--- src/rtl/button_debouncer.sv ---
// Per-channel synchroniser, polarity fix and stable-time debouncer with registered level and edge pulses.
// Define BTN_IRQ_EN to add sticky press flags and a combined interrupt line.
module button_debouncer #(
  parameter int NUM_BUTTONS     = 8,
  parameter int DEBOUNCE_CYCLES = 100000,
  parameter int ACTIVE_LOW      = 0
) (
  input  logic                   clk,
  input  logic                   resetn,
  input  logic [NUM_BUTTONS-1:0] buttons,
  output logic [NUM_BUTTONS-1:0] buttons_db,
  output logic [NUM_BUTTONS-1:0] press_pulse,
  output logic [NUM_BUTTONS-1:0] release_pulse,
  input  logic [NUM_BUTTONS-1:0] irq_clear,
  output logic [NUM_BUTTONS-1:0] press_latched,
  output logic                   irq
);

  localparam int              CW       = $clog2(DEBOUNCE_CYCLES + 1);
  localparam logic [CW-1:0]   CNT_LAST = CW'(DEBOUNCE_CYCLES - 1);
  localparam logic [0:0]      ST_STABLE   = 1'b0;
  localparam logic [0:0]      ST_COUNTING = 1'b1;

  logic [NUM_BUTTONS-1:0] norm;
  logic [NUM_BUTTONS-1:0] s1_q, s1_d;
  logic [NUM_BUTTONS-1:0] s2_q, s2_d;
  logic [NUM_BUTTONS-1:0] db_q, db_d;
  logic [NUM_BUTTONS-1:0] press_q, press_d;
  logic [NUM_BUTTONS-1:0] rel_q, rel_d;
  logic [CW-1:0]          cnt_q [NUM_BUTTONS];
  logic [CW-1:0]          cnt_d [NUM_BUTTONS];
  // Per-channel FSM state, derived from the counter: STABLE when it is zero.
  logic [NUM_BUTTONS-1:0] state;

  assign norm = (ACTIVE_LOW != 0) ? ~buttons : buttons;

  always_comb begin
    s1_d    = norm;
    s2_d    = s1_q;
    db_d    = db_q;
    press_d = '0;
    rel_d   = '0;
    state   = '0;
    for (int i = 0; i < NUM_BUTTONS; i++) begin
      cnt_d[i] = cnt_q[i];
      state[i] = (cnt_q[i] != '0) ? ST_COUNTING : ST_STABLE;
      if (s2_q[i] == db_q[i]) begin
        cnt_d[i] = '0;
      end else if (cnt_q[i] == CNT_LAST) begin
        // Covers both a long count and DEBOUNCE_CYCLES=1, where STABLE accepts directly.
        db_d[i]    = s2_q[i];
        cnt_d[i]   = '0;
        press_d[i] = s2_q[i];
        rel_d[i]   = ~s2_q[i];
      end else begin
        cnt_d[i] = cnt_q[i] + CW'(1);
      end
    end
  end

  always_ff @(posedge clk or negedge resetn) begin
    if (!resetn) begin
      s1_q    <= '0;
      s2_q    <= '0;
      db_q    <= '0;
      press_q <= '0;
      rel_q   <= '0;
      for (int i = 0; i < NUM_BUTTONS; i++) cnt_q[i] <= '0;
    end else begin
      s1_q    <= s1_d;
      s2_q    <= s2_d;
      db_q    <= db_d;
      press_q <= press_d;
      rel_q   <= rel_d;
      for (int i = 0; i < NUM_BUTTONS; i++) cnt_q[i] <= cnt_d[i];
    end
  end

  assign buttons_db    = db_q;
  assign press_pulse   = press_q;
  assign release_pulse = rel_q;

`ifdef BTN_IRQ_EN
  logic [NUM_BUTTONS-1:0] latched_q, latched_d;

  // A new press on the same edge as a clear keeps the flag set.
  always_comb latched_d = (latched_q & ~irq_clear) | press_q;

  always_ff @(posedge clk or negedge resetn) begin
    if (!resetn) latched_q <= '0;
    else         latched_q <= latched_d;
  end

  assign press_latched = latched_q;
  assign irq           = |latched_q;
`else
  logic unused_irq_clear;
  assign unused_irq_clear = ^irq_clear;
  assign press_latched    = '0;
  assign irq              = 1'b0;
`endif

endmodule

--- config.mk ---
export PLATFORM = sky130hd
export DESIGN_NAME = button_debouncer
export DESIGN_NICKNAME = d
export VERILOG_FILES = /design/src/rtl/button_debouncer.sv
export SDC_FILE = /design/constraint.sdc
export NUM_CORES = 1
export LEC_CHECK = 0
export ABC_AREA = 1
export BUFFER_PORTS_ARGS = -buffer_cell sky130_fd_sc_hd__buf_2
export CORE_MARGIN = 2
export CORE_UTILIZATION = 40
export DETAILED_ROUTE_END_ITERATION = 7
export SETUP_SLACK_MARGIN = 0.02
export SYNTH_ARGS = -nofsm -noshare
export SYNTH_HDL_FRONTEND = slang
export SYNTH_SLANG_ARGS = --single-unit
--- constraint.sdc ---
create_clock -name clk -period 1.2 [get_ports clk]
set_input_delay 0.24 -clock clk [delete_from_list [all_inputs] [get_ports clk]]
set_output_delay 0.24 -clock clk [all_outputs]
set_load 0.1 [all_outputs]
Yosys cells after proc, flatten, opt, wreduce, memory -nomap -nowiden
Cells that the tools add are included.
{"block": "word_totals", "ff_bits": 176, "latchBits": 0, "ramBits": 0, "mem_bits_ro": 0, "in_bits": 18, "out_inout_bits": 33, "elab_cells": 116, "mem_count": 0}
{"block": "op_classes", "addsub": 8, "mul": 0, "div": 0, "n_lt_le_gt_ge": 0, "eq_ne": 16, "shift": 0, "muxes": 48, "bitwise": 16, "reduce_logical": 8}
{"operator": "17-bit 2-to-1 mux", "count": 16}
{"operator": "17-bit by 1-bit adder with 17-bit output (second input constant)", "count": 8}
{"operator": "17-bit equality test (second input constant)", "count": 8}
{"operator": "1-bit 2-to-1 mux", "count": 32}
{"operator": "1-bit inverter", "count": 16}
{"operator": "2-bit AND reduction", "count": 8}
{"operator": "1-bit equality test", "count": 8}

Depth between registers and ports, before layout
{"block": "depth", "ltp_word": 3, "mapped_depth": 9, "mapped_depth_nobuf": 9}

Worst setup path before layout
Ideal clock, no wire load.
{"block": "synth_timing", "path_type": "register to register", "startpoint": "register db_q[1], in the netlist buttons_db[1]", "endpoint": "register cnt_q[111] in the netlist's numbering", "setup_time_ns": 0.122, "arrival_ns": 1.719, "t_required_ns": 1.078, "setup_slack_ns": -0.640, "path_stages_with_launch": 6, "path_buffers": 0, "period_less_slack_ns": 1.840, "path_cell_list": "dfrtp_1 > nor2_1 > nor2_1 > inv_1 > nand2_2 > nor2_1"}
{"element": "start: declaration", "line_no": "27", "rtl": "logic [NUM_BUTTONS-1:0] db_q, db_d;"}
{"element": "start signal: assignment", "line_no": "65", "rtl": "db_q <= '0;"}
{"element": "start signal: assignment", "line_no": "72", "rtl": "db_q <= db_d;"}
{"element": "end: declaration", "line_no": "30", "rtl": "logic [CW-1:0] cnt_q [NUM_BUTTONS];"}

Worst setup path in the final report
{"block": "layout_timing", "startpoint": "register db_q[3], in the netlist buttons_db[3]", "endpoint": "output buttons_db[3]"}
{"element": "end: declaration", "line_no": "11", "rtl": "output logic [NUM_BUTTONS-1:0] buttons_db,"}
No word-level cell between the ends.

==> flow_metrics.tcl <==
set metrics [dict create \
    status "finished with violations" \
    violations "setup timing" \
    die-area_sq_um 23800 \
    fin_area_sq_um 14300 \
    start_kind "register" \
    place_congestion 0.843 \
    fp.dieH_microns 154 \
    grt_pass1_wl_microns 37500 \
    setup_viol 146 \
    start_util 0.410 \
    htree_levels 4 \
    path_cells "buf_12" \
    p_per_area_nw_per_um2 910 \
    path_class "reg -> out" \
    nets 1521 \
    post_drt_wl_per_cell_microns 12.8 \
    finalCritPeriodShare 1.13 \
    fin_cells 1788 \
    hold_path.class "in -> async" \
    syn_area_per_cell_sq_um 7.54 \
    cts_made_buffers 17 \
    drtIter0Drc 322 \
    num_rows 54 \
    whs_ns 0.299 \
    routed_via_density 4.80 \
    cts_buffer_depth 2 \
    dr.pass1.iters 5 \
    drive_above_1_share 0.446 \
    timing.final.ws_setup_ns -0.151 \
    synthCells 1199 \
    root_buffer "clkbuf_16" \
    finalHoldViolations 0 \
    regArea_sq_um 4460 \
    placed_cell_area_sq_um 11400 \
    port_buffers 33 \
    synth_cell_types 23 \
    path_depth 1 \
    arrival_ns 1.11 \
    cap_violations 0 \
    antenna_found_initial 0 \
    ant_nets 0 \
    hpwl_microns 14300 \
    synth_seq_cells 176 \
    pre_cts_slack_ns -0.200 \
    pin_count 51 \
    endpoint_kind "output port" \
    r2r_cells 8 \
    cts_tree "yes" \
    die_width_microns 154 \
    multi_input_area_sq_um 5750 \
    cts.sinks 176 \
    vias 8580 \
    leakage_nw 6.18 \
    insertedDiodeCount 0 \
    fill_cells 1750 \
    routed_wl_microns 22900 \
    finClkSkew_ns 0.0122 \
    syn_area_sq_um 9040 \
    slew_violations 0 \
    clkSlewWorstSetupHoldPaths_ns 0.07 \
    cp_max_fo 2 \
    first_global_vias 8410 \
    grt_max_degree 36 \
    seq_area_frac_synth 0.487 \
    grt_use_total 0.190 \
    coreArea_sq_um 22000 \
    period_minus_slack_ns 1.35 \
    slowest_delay_ns 0.50 \
    final_util 0.647 \
    dp.cells 1687 \
    rsz0062_at_grt "true" \
    yosys_warnings 0 \
    crit_buf_inv 1 \
    area_growth_syn_to_layout_pct 57.7 \
    drc 0 \
    p_total_mw 13.0 \
    cp_top_family "flip-flops" \
    grt_overflow 0 \
    fmax_ghz 0.740 \
    crit_slowest_cell "dfrtp_4" \
    ir_drop_mv 0.768 \
    clk-insertion-delay-late_ns 0.43 \
    fin_tns_setup_ns -10.12 \
    required_ns 0.96 \
]
cells by family after synthesis:
group	share of synthesized area
AO/OA/AOI/OAI	0.0432
buffers and inverters	0.0612
XOR/XNOR	0.0407
flip-flops	0.487
AND/OR/NAND/NOR	0.356
other	0.000415
adder cells (fa/ha/maj)	0.0111
flip-flops by register name, summed over array words and instances, names as in the netlist:
register	flops
press_pulse	8
s1_q	8
cnt_q	136
release_pulse	8
buttons_db	8
s2_q	8
cell usage in the layout (no fill, tap or decap), types with 14 or more instances in the layout:
cell	Yosys	routed
inv_1	128	95
nand2_1	308	231
nand2_4	0	40
o21bai_1	31	31
xor2_1	40	34
nor2_4	4	53
buf_6	0	30
dfrtp_1	176	148
nor2_2	12	84
nand2_2	15	51
buf_12	0	28
nor2_1	303	182
buf_4	9	195
dfrtp_2	0	20
inv_2	0	14
clkbuf_16	0	17
nand4_1	29	29
nor3_2	0	19
nand3_1	68	45
layer usage:
layer	wire length (microns)	track usage
met5	0	0
met4	384	0.0613
met3	547	0.0345
met2	11800	0.329
met1	10100	0.242
worst paths after layout:
check | startpoint | end | slack [ns]
max in group asynchronous | resetn | cnt_q[23]$_DFF_PN0_ | 0.37
min in group clk | s1_q[0]$_DFF_PN0_ | s2_q[0]$_DFF_PN0_ | 0.35
worst max register to register | cnt_q[51]$_DFF_PN0_ | cnt_q[58]$_DFF_PN0_ | -0.15
worst min register to register | s1_q[0]$_DFF_PN0_ | s2_q[0]$_DFF_PN0_ | 0.35
worst min-delay path | resetn | cnt_q[13]$_DFF_PN0_ | 0.30
worst max-delay path | buttons_db[3]$_DFFE_PN0P_ | buttons_db[3] | -0.15
Yosys cell counts:
master | count | area share
a21o_1 | 5 | 0.0042
a21oi_1 | 7 | 0.0039
buf_2 | 1 | 0.00055
buf_4 | 9 | 0.0075
conb_1 | 1 | 0.00041
dfrtp_1 | 176 | 0.49
ha_1 | 8 | 0.011
inv_1 | 128 | 0.053
nand2_1 | 308 | 0.13
nand2_2 | 15 | 0.010
nand3_1 | 68 | 0.038
nand3b_1 | 3 | 0.0025
nand4_1 | 29 | 0.020
nor2_1 | 303 | 0.13
nor2_2 | 12 | 0.0083
nor2_4 | 4 | 0.0050
nor3_1 | 28 | 0.016
nor3b_1 | 1 | 0.00083
o21ai_0 | 17 | 0.0094
o21bai_1 | 31 | 0.026
or2_2 | 3 | 0.0021
xnor2_1 | 2 | 0.0019
xor2_1 | 40 | 0.039
repair_timing:
item,in CTS,in global routing
buffers inserted,33,20
pin swaps,91,123
cloned,7,1
hold endpoints to repair,32,0
hold buffers,9,0
gates resized for setup,210,269
setup endpoints to repair,155,184
cell type report:
cell class	count	share of cell area
Multi-Input combinational cell	901	0.403
Tap cell	280	0.0246
Timing Repair Buffer	271	0.176
Clock inverter	11	0.0107
Sequential cell	176	0.313
Clock buffer	21	0.0337
Inverter	128	0.0393
power by group:
| part | internal (mW) | switching (mW) | leakage, nW |
|---|---|---|---|
| Combinational | 0.352 | 0.609 | 3.53 |
| Sequential | 6.02 | 0.0835 | 2.35 |
| Clock | 3.52 | 2.40 | 0.302 |
(Power assumes the default switching activity.)
